`src/rtl/serial_subtractor_if.sv`:
```
// serial_subtractor_if: start/ready/done handshake and operand/result bus for serial_subtractor
interface serial_subtractor_if #(parameter int WIDTH = 8);
    logic             start;
    logic [WIDTH-1:0] a;
    logic [WIDTH-1:0] b;
    logic             bin;
    logic             ready;
    logic             busy;
    logic             done;
    logic [WIDTH-1:0] diff;
    logic             bout;
    logic             ovf;
    modport master (output start, a, b, bin, input ready, busy, done, diff, bout, ovf);
    modport slave  (input start, a, b, bin, output ready, busy, done, diff, bout, ovf);
endinterface

```
`src/rtl/serial_subtractor.sv`:
```
// serial_subtractor: bit-serial a - b - bin through one full-subtractor cell; SERIAL_SUBTRACTOR_OVF_EN enables signed overflow
module serial_subtractor #(parameter int WIDTH = 8) (
    input logic clk,
    input logic rst_n,
    serial_subtractor_if.slave bus
);
    localparam int CW = $clog2(WIDTH + 1);
    typedef enum logic [1:0] {IDLE, RUN, DONE} state_t;
    state_t           state, state_nxt;
    logic [WIDTH-1:0] a_sh, b_sh, work, work_nxt, diff_q;
    logic [CW-1:0]    cnt;
    logic             br, br_nxt, d, last, bout_q;
    // full-subtractor cell on the operand LSBs, plus the shifted-in result word
    always_comb begin
        d        = a_sh[0] ^ b_sh[0] ^ br;
        br_nxt   = (~a_sh[0] & b_sh[0]) | (~(a_sh[0] ^ b_sh[0]) & br);
        work_nxt = (work >> 1) | (WIDTH'(d) << (WIDTH - 1));
        last     = cnt == CW'(WIDTH - 1);
    end
    // next-state: start only honoured in IDLE, DONE always falls back to IDLE
    always_comb begin
        state_nxt = state;
        if (state == IDLE && bus.start) state_nxt = RUN;
        else if (state == RUN && last) state_nxt = DONE;
        else if (state == DONE) state_nxt = IDLE;
    end
    // datapath: load on accepted start, shift one bit per RUN cycle, capture result on last bit
    always_ff @(posedge clk or negedge rst_n) begin
        if (!rst_n) begin
            state  <= IDLE;
            a_sh   <= '0;
            b_sh   <= '0;
            work   <= '0;
            br     <= 1'b0;
            cnt    <= '0;
            diff_q <= '0;
            bout_q <= 1'b0;
        end else begin
            state <= state_nxt;
            if (state == IDLE && bus.start) begin
                a_sh <= bus.a;
                b_sh <= bus.b;
                br   <= bus.bin;
                cnt  <= '0;
            end else if (state == RUN) begin
                a_sh <= a_sh >> 1;
                b_sh <= b_sh >> 1;
                br   <= br_nxt;
                work <= work_nxt;
                cnt  <= cnt + CW'(1);
                if (last) begin
                    diff_q <= work_nxt;
                    bout_q <= br_nxt;
                end
            end
        end
    end
`ifdef SERIAL_SUBTRACTOR_OVF_EN
    logic a_msb, b_msb, ovf_q;
    // overflow needs the operand signs as loaded and the final result bit
    always_ff @(posedge clk or negedge rst_n) begin
        if (!rst_n) begin
            a_msb <= 1'b0;
            b_msb <= 1'b0;
            ovf_q <= 1'b0;
        end else if (state == IDLE && bus.start) begin
            a_msb <= bus.a[WIDTH-1];
            b_msb <= bus.b[WIDTH-1];
        end else if (state == RUN && last) begin
            ovf_q <= (a_msb ^ b_msb) & (d ^ a_msb);
        end
    end
    assign bus.ovf = ovf_q;
`else
    assign bus.ovf = 1'b0;
`endif
    assign bus.ready = state == IDLE;
    assign bus.busy  = state == RUN;
    assign bus.done  = state == DONE;
    assign bus.diff  = diff_q;
    assign bus.bout  = bout_q;
endmodule

```
`src/flat_wrapper.sv`:
```
// flat-port wrapper written by rule: the top's interface ports become plain ports
module serial_subtractor_flat 
#(parameter int WIDTH = 8)
  (clk, rst_n, bus_start, bus_a, bus_b, bus_bin, bus_ready, bus_busy, bus_done, bus_diff, bus_bout, bus_ovf);
  serial_subtractor_if #(.WIDTH(WIDTH)) bus_i ();
  input logic clk;
  input logic rst_n;
  input wire logic [$bits(bus_i.start)-1:0] bus_start;
  input wire logic [$bits(bus_i.a)-1:0] bus_a;
  input wire logic [$bits(bus_i.b)-1:0] bus_b;
  input wire logic [$bits(bus_i.bin)-1:0] bus_bin;
  output wire logic [$bits(bus_i.ready)-1:0] bus_ready;
  output wire logic [$bits(bus_i.busy)-1:0] bus_busy;
  output wire logic [$bits(bus_i.done)-1:0] bus_done;
  output wire logic [$bits(bus_i.diff)-1:0] bus_diff;
  output wire logic [$bits(bus_i.bout)-1:0] bus_bout;
  output wire logic [$bits(bus_i.ovf)-1:0] bus_ovf;
  assign bus_i.start = bus_start;
  assign bus_i.a = bus_a;
  assign bus_i.b = bus_b;
  assign bus_i.bin = bus_bin;
  assign bus_ready = bus_i.ready;
  assign bus_busy = bus_i.busy;
  assign bus_done = bus_i.done;
  assign bus_diff = bus_i.diff;
  assign bus_bout = bus_i.bout;
  assign bus_ovf = bus_i.ovf;
  serial_subtractor #(.WIDTH(WIDTH)) u_core (.clk(clk), .rst_n(rst_n), .bus(bus_i));
endmodule
```
`config.mk`:
```
export PLATFORM = sky130hd
export DESIGN_NAME = serial_subtractor_flat
export DESIGN_NICKNAME = d
export VERILOG_FILES = /design/src/rtl/serial_subtractor_if.sv /design/src/rtl/serial_subtractor.sv /design/src/flat_wrapper.sv
export SDC_FILE = /design/constraint.sdc
export NUM_CORES = 1
export LEC_CHECK = 0
export CAP_MARGIN = 15
export CORE_MARGIN = 2
export CORE_UTILIZATION = 45
export CTS_CLUSTER_SIZE = 24
export DETAILED_ROUTE_END_ITERATION = 16
export PLACE_DENSITY = 0.71
export SLEW_MARGIN = 20
export SYNTH_ARGS = -nofsm -noshare
export SYNTH_HDL_FRONTEND = slang
export SYNTH_SLANG_ARGS = --single-unit
```
`constraint.sdc`:
```
create_clock -name clk -period 3.9 [get_ports clk]
set_input_delay 1.17 -clock clk [delete_from_list [all_inputs] [get_ports clk]]
set_output_delay 1.17 -clock clk [all_outputs]
set_load 0.01 [all_outputs]
```
==> impl_metrics.json <==
{
  "synth-adder-area-share_pct": 1.935,
  "ys.flop_type": "dfrtp_1",
  "drive_above_1_share_pct": 11.58,
  "p_leak_nw": 1.029,
  "cp_slowest_cell": "clkdlybuf4s50_1",
  "fin_skew_ns": 0.005040,
  "fmax_mhz": 324.7,
  "numClockSinks": 39,
  "layout_min_cycle_time_ns": 3.079,
  "grt_pass1_wl_mm": 5.444,
  "core_um2": 3633,
  "max_stage_delay_ns": 0.55,
  "slew_headroom_pct": 44.41,
  "grt.total_usage_pct": 16.59,
  "routed_wl_mm": 2.991,
  "cts_tree": "yes",
  "synth_edf_count": 0,
  "synth-xor-area-share_pct": 0,
  "min_path_type": "reg -> reg",
  "rsz0062_at_grt": "no",
  "rr_worst_depth": 3,
  "final_core_util_pct": 58.57,
  "drt_first_pass_iters": 4,
  "gp_congestion": 0.7090,
  "synth_cells": 158,
  "ant_nets": 0,
  "synthArstFlopShare_pct": 100.0,
  "place_inst": 230,
  "cpLargestDelayFamily": "buffers and inverters",
  "ys_seq_area_share_pct": 58.04,
  "synth_top_area_share_pct": 58.04,
  "endpoint_kind": "output pin",
  "layoutNonFillerInstCount": 238,
  "std_cell_rows": 22,
  "grt_max_degree": 40,
  "critPathArrivalTime_ns": 1.91,
  "via_per_inst": 5.017,
  "synth_cell_type_count": 27,
  "drt_iter0_drc": 62,
  "synth_compound_area_share_pct": 11.09,
  "cts_max_level": 2,
  "fin_crit_sh_pct": 78.96,
  "worstSetupPathType": "reg -> out",
  "initial_utilization_pct": 46.28,
  "hold_viol": 0,
  "yosys-top-cells-count": "nand2_1 (57), dfrtp_1 (39), a22oi_1 (14)",
  "area_delta_synth_final_pct": 26.56,
  "io_pins": 33,
  "die_x_um": 65.13,
  "finalMaxSlewViolations": 0,
  "clockBufferDepth": 2,
  "antenna_found_initial": 0,
  "ys_ff_latch": 39,
  "synth.area.mux_share_pct": 7.515,
  "cp_cell_sequence": "nand2b_1 > inv_1 > clkdlybuf4s50_1",
  "crit_cells": 3,
  "netlist_top_cells_area": "dfrtp_1 (58%), nand2_1 (13%), a22oi_1 (6.3%)",
  "num_vias": 1194,
  "hpwl_mm": 2.042,
  "antenna_cells": 0,
  "synth_area_um2": 1682,
  "path_clk_slew_ns": 0.07,
  "status": "finished clean",
  "grt_overflow": 0,
  "insertion_delay_ns": 0.28,
  "postCtsHoldBufs": 0,
  "drc": 0,
  "routedWlPerCell_um": 12.57,
  "syn-num-nets": 180,
  "cts_setup_buffers": 0,
  "critPathMaxFanout": 17,
  "tns_ns": 0,
  "root_buffer": "clkbuf_8",
  "die_y_um": 65.13,
  "crit_required_ns": 2.73,
  "maxCapViolCount": 0,
  "ir_drop_v": 0.0002980,
  "worst-path-buf-inv": 2,
  "avgSynthCellArea_um2": 10.64,
  "cp-start-kind": "flop",
  "cts_resized": 0,
  "yosysWarnings": 0,
  "die_area_um2": 4242,
  "hold_path_depth": 2,
  "powerDensity_nw_per_um2": 799.2,
  "yosysMostFrequentCell": "nand2_1",
  "synth-simple-area-share_pct": 16.52,
  "yosysTopAreaCell": "dfrtp_1",
  "setup_viol": 0,
  "fin_nets": 211,
  "cts_buffers": 5,
  "portBuffers": 31,
  "first_global_vias": 1174,
  "tightest_slew_ns": 0.8338,
  "synth_top_family_by_area": "simple AND/OR/NAND/NOR gates"
}
==> cell usage in the layout (no fill, tap or decap) <==
cell             count
nor3b_2              1
clkdlybuf4s50_1     30
a22oi_1             14
o21ai_0              5
dfrtp_1             39
inv_1                6
o21bai_1             2
conb_1               1
and2b_1              1
mux2_4               7
nand3_1              1
nor3_4               1
nand2_1             57
nor3b_1              1
buf_2                1
mux2i_1              1
nand2b_1             1
a21oi_1              1
ha_1                 1
clkinv_2             1
a221o_1              1
nor2_1               2
fa_1                 1
bufinv_16            1
buf_4                2
or3_1                1
a21o_1               2
o21bai_2             1
mux2_2               1
clkbuf_8             6
==> registers in the layout, indices dropped and copies added (netlist names) <==
name	count
u_core.br	1
u_core.cnt	4
u_core.state	2
u_core.b_sh	8
u_core.a_sh	8
u_core.work	7
u_core.bus.bout	1
u_core.bus.diff	8
==> worst paths after layout <==
kind,from,to,slack (ns)
setup / recovery,u_core.state[1]$_DFFE_PN0P_,bus_busy,0.82
hold / removal,u_core.a_sh[1]$_DFFE_PN0P_,u_core.a_sh[1]$_DFFE_PN0P_,0.48
setup reg to reg,u_core.state[1]$_DFFE_PN0P_,u_core.bus.diff[7]$_DFFE_PN0P_,1.77
hold reg to reg,u_core.a_sh[1]$_DFFE_PN0P_,u_core.a_sh[1]$_DFFE_PN0P_,0.48
max in group asynchronous,rst_n,u_core.state[0]$_DFFE_PN0P_,2.38
min in group asynchronous,rst_n,u_core.bus.diff[7]$_DFFE_PN0P_,0.98
==> per-layer routing <==
layer | GRT usage (%) | vias to the layer above | wire length, um
met4 | 3.906 | 0 | 8
met5 | 0 | - | 0
met1 | 20.48 | 578 | 1344
met3 | 5.137 | 2 | 169
li1 | - | 579 | -
met2 | 28.61 | 35 | 1468
==> report_power, final <==
part | switching (mW) | internal, mW | leakage, nW
logic | 0.335 | 0.334 | 0.475
clock network | 0.133 | 0.207 | 0.0612
registers | 0.114 | 0.578 | 0.493
==> final cells by class <==
type | count | area (um^2)
clock inverters | 2 | 35.03
inverters | 6 | 22.52
well taps | 48 | 60.06
flip-flops and latches | 39 | 975.9
multi-input cells | 104 | 631.9
fillers | 327 | 1505
repair buffers | 33 | 320.3
clock buffers | 6 | 82.58
==> stage by stage <==
stage	hold WS, ns	instance area (um^2)	power (mW)	setup slack [ns]
detailed placement	0.4645	2011	1.379	1.126
finish	0.4762	2128	1.701	0.8206
CTS	0.4825	2128	1.726	0.8016
floorplan	0.4459	1682	1.140	1.731
global route	0.5067	2128	1.849	0.7108
global placement	0.4587	2011	1.347	1.161
==> worst min-delay path: stages, from the launching register on <==
cell     delay [ns]
dfrtp_1        0.35
nand2_1        0.05
nand2_1        0.05
==> cell families (layout without fill, tap and decap cells) <==
kind of cell / Yosys count / in the layout
DFF: 39 / 39
and+or+nand+nor: 66 / 66
AOI/OAI and AO/OA: 26 / 26
buffers and inverters: 15 / 47
adders and majority gates: 2 / 2
muxes: 9 / 9
other: 1 / 1
Note: power is estimated with default switching activity, not from simulation.
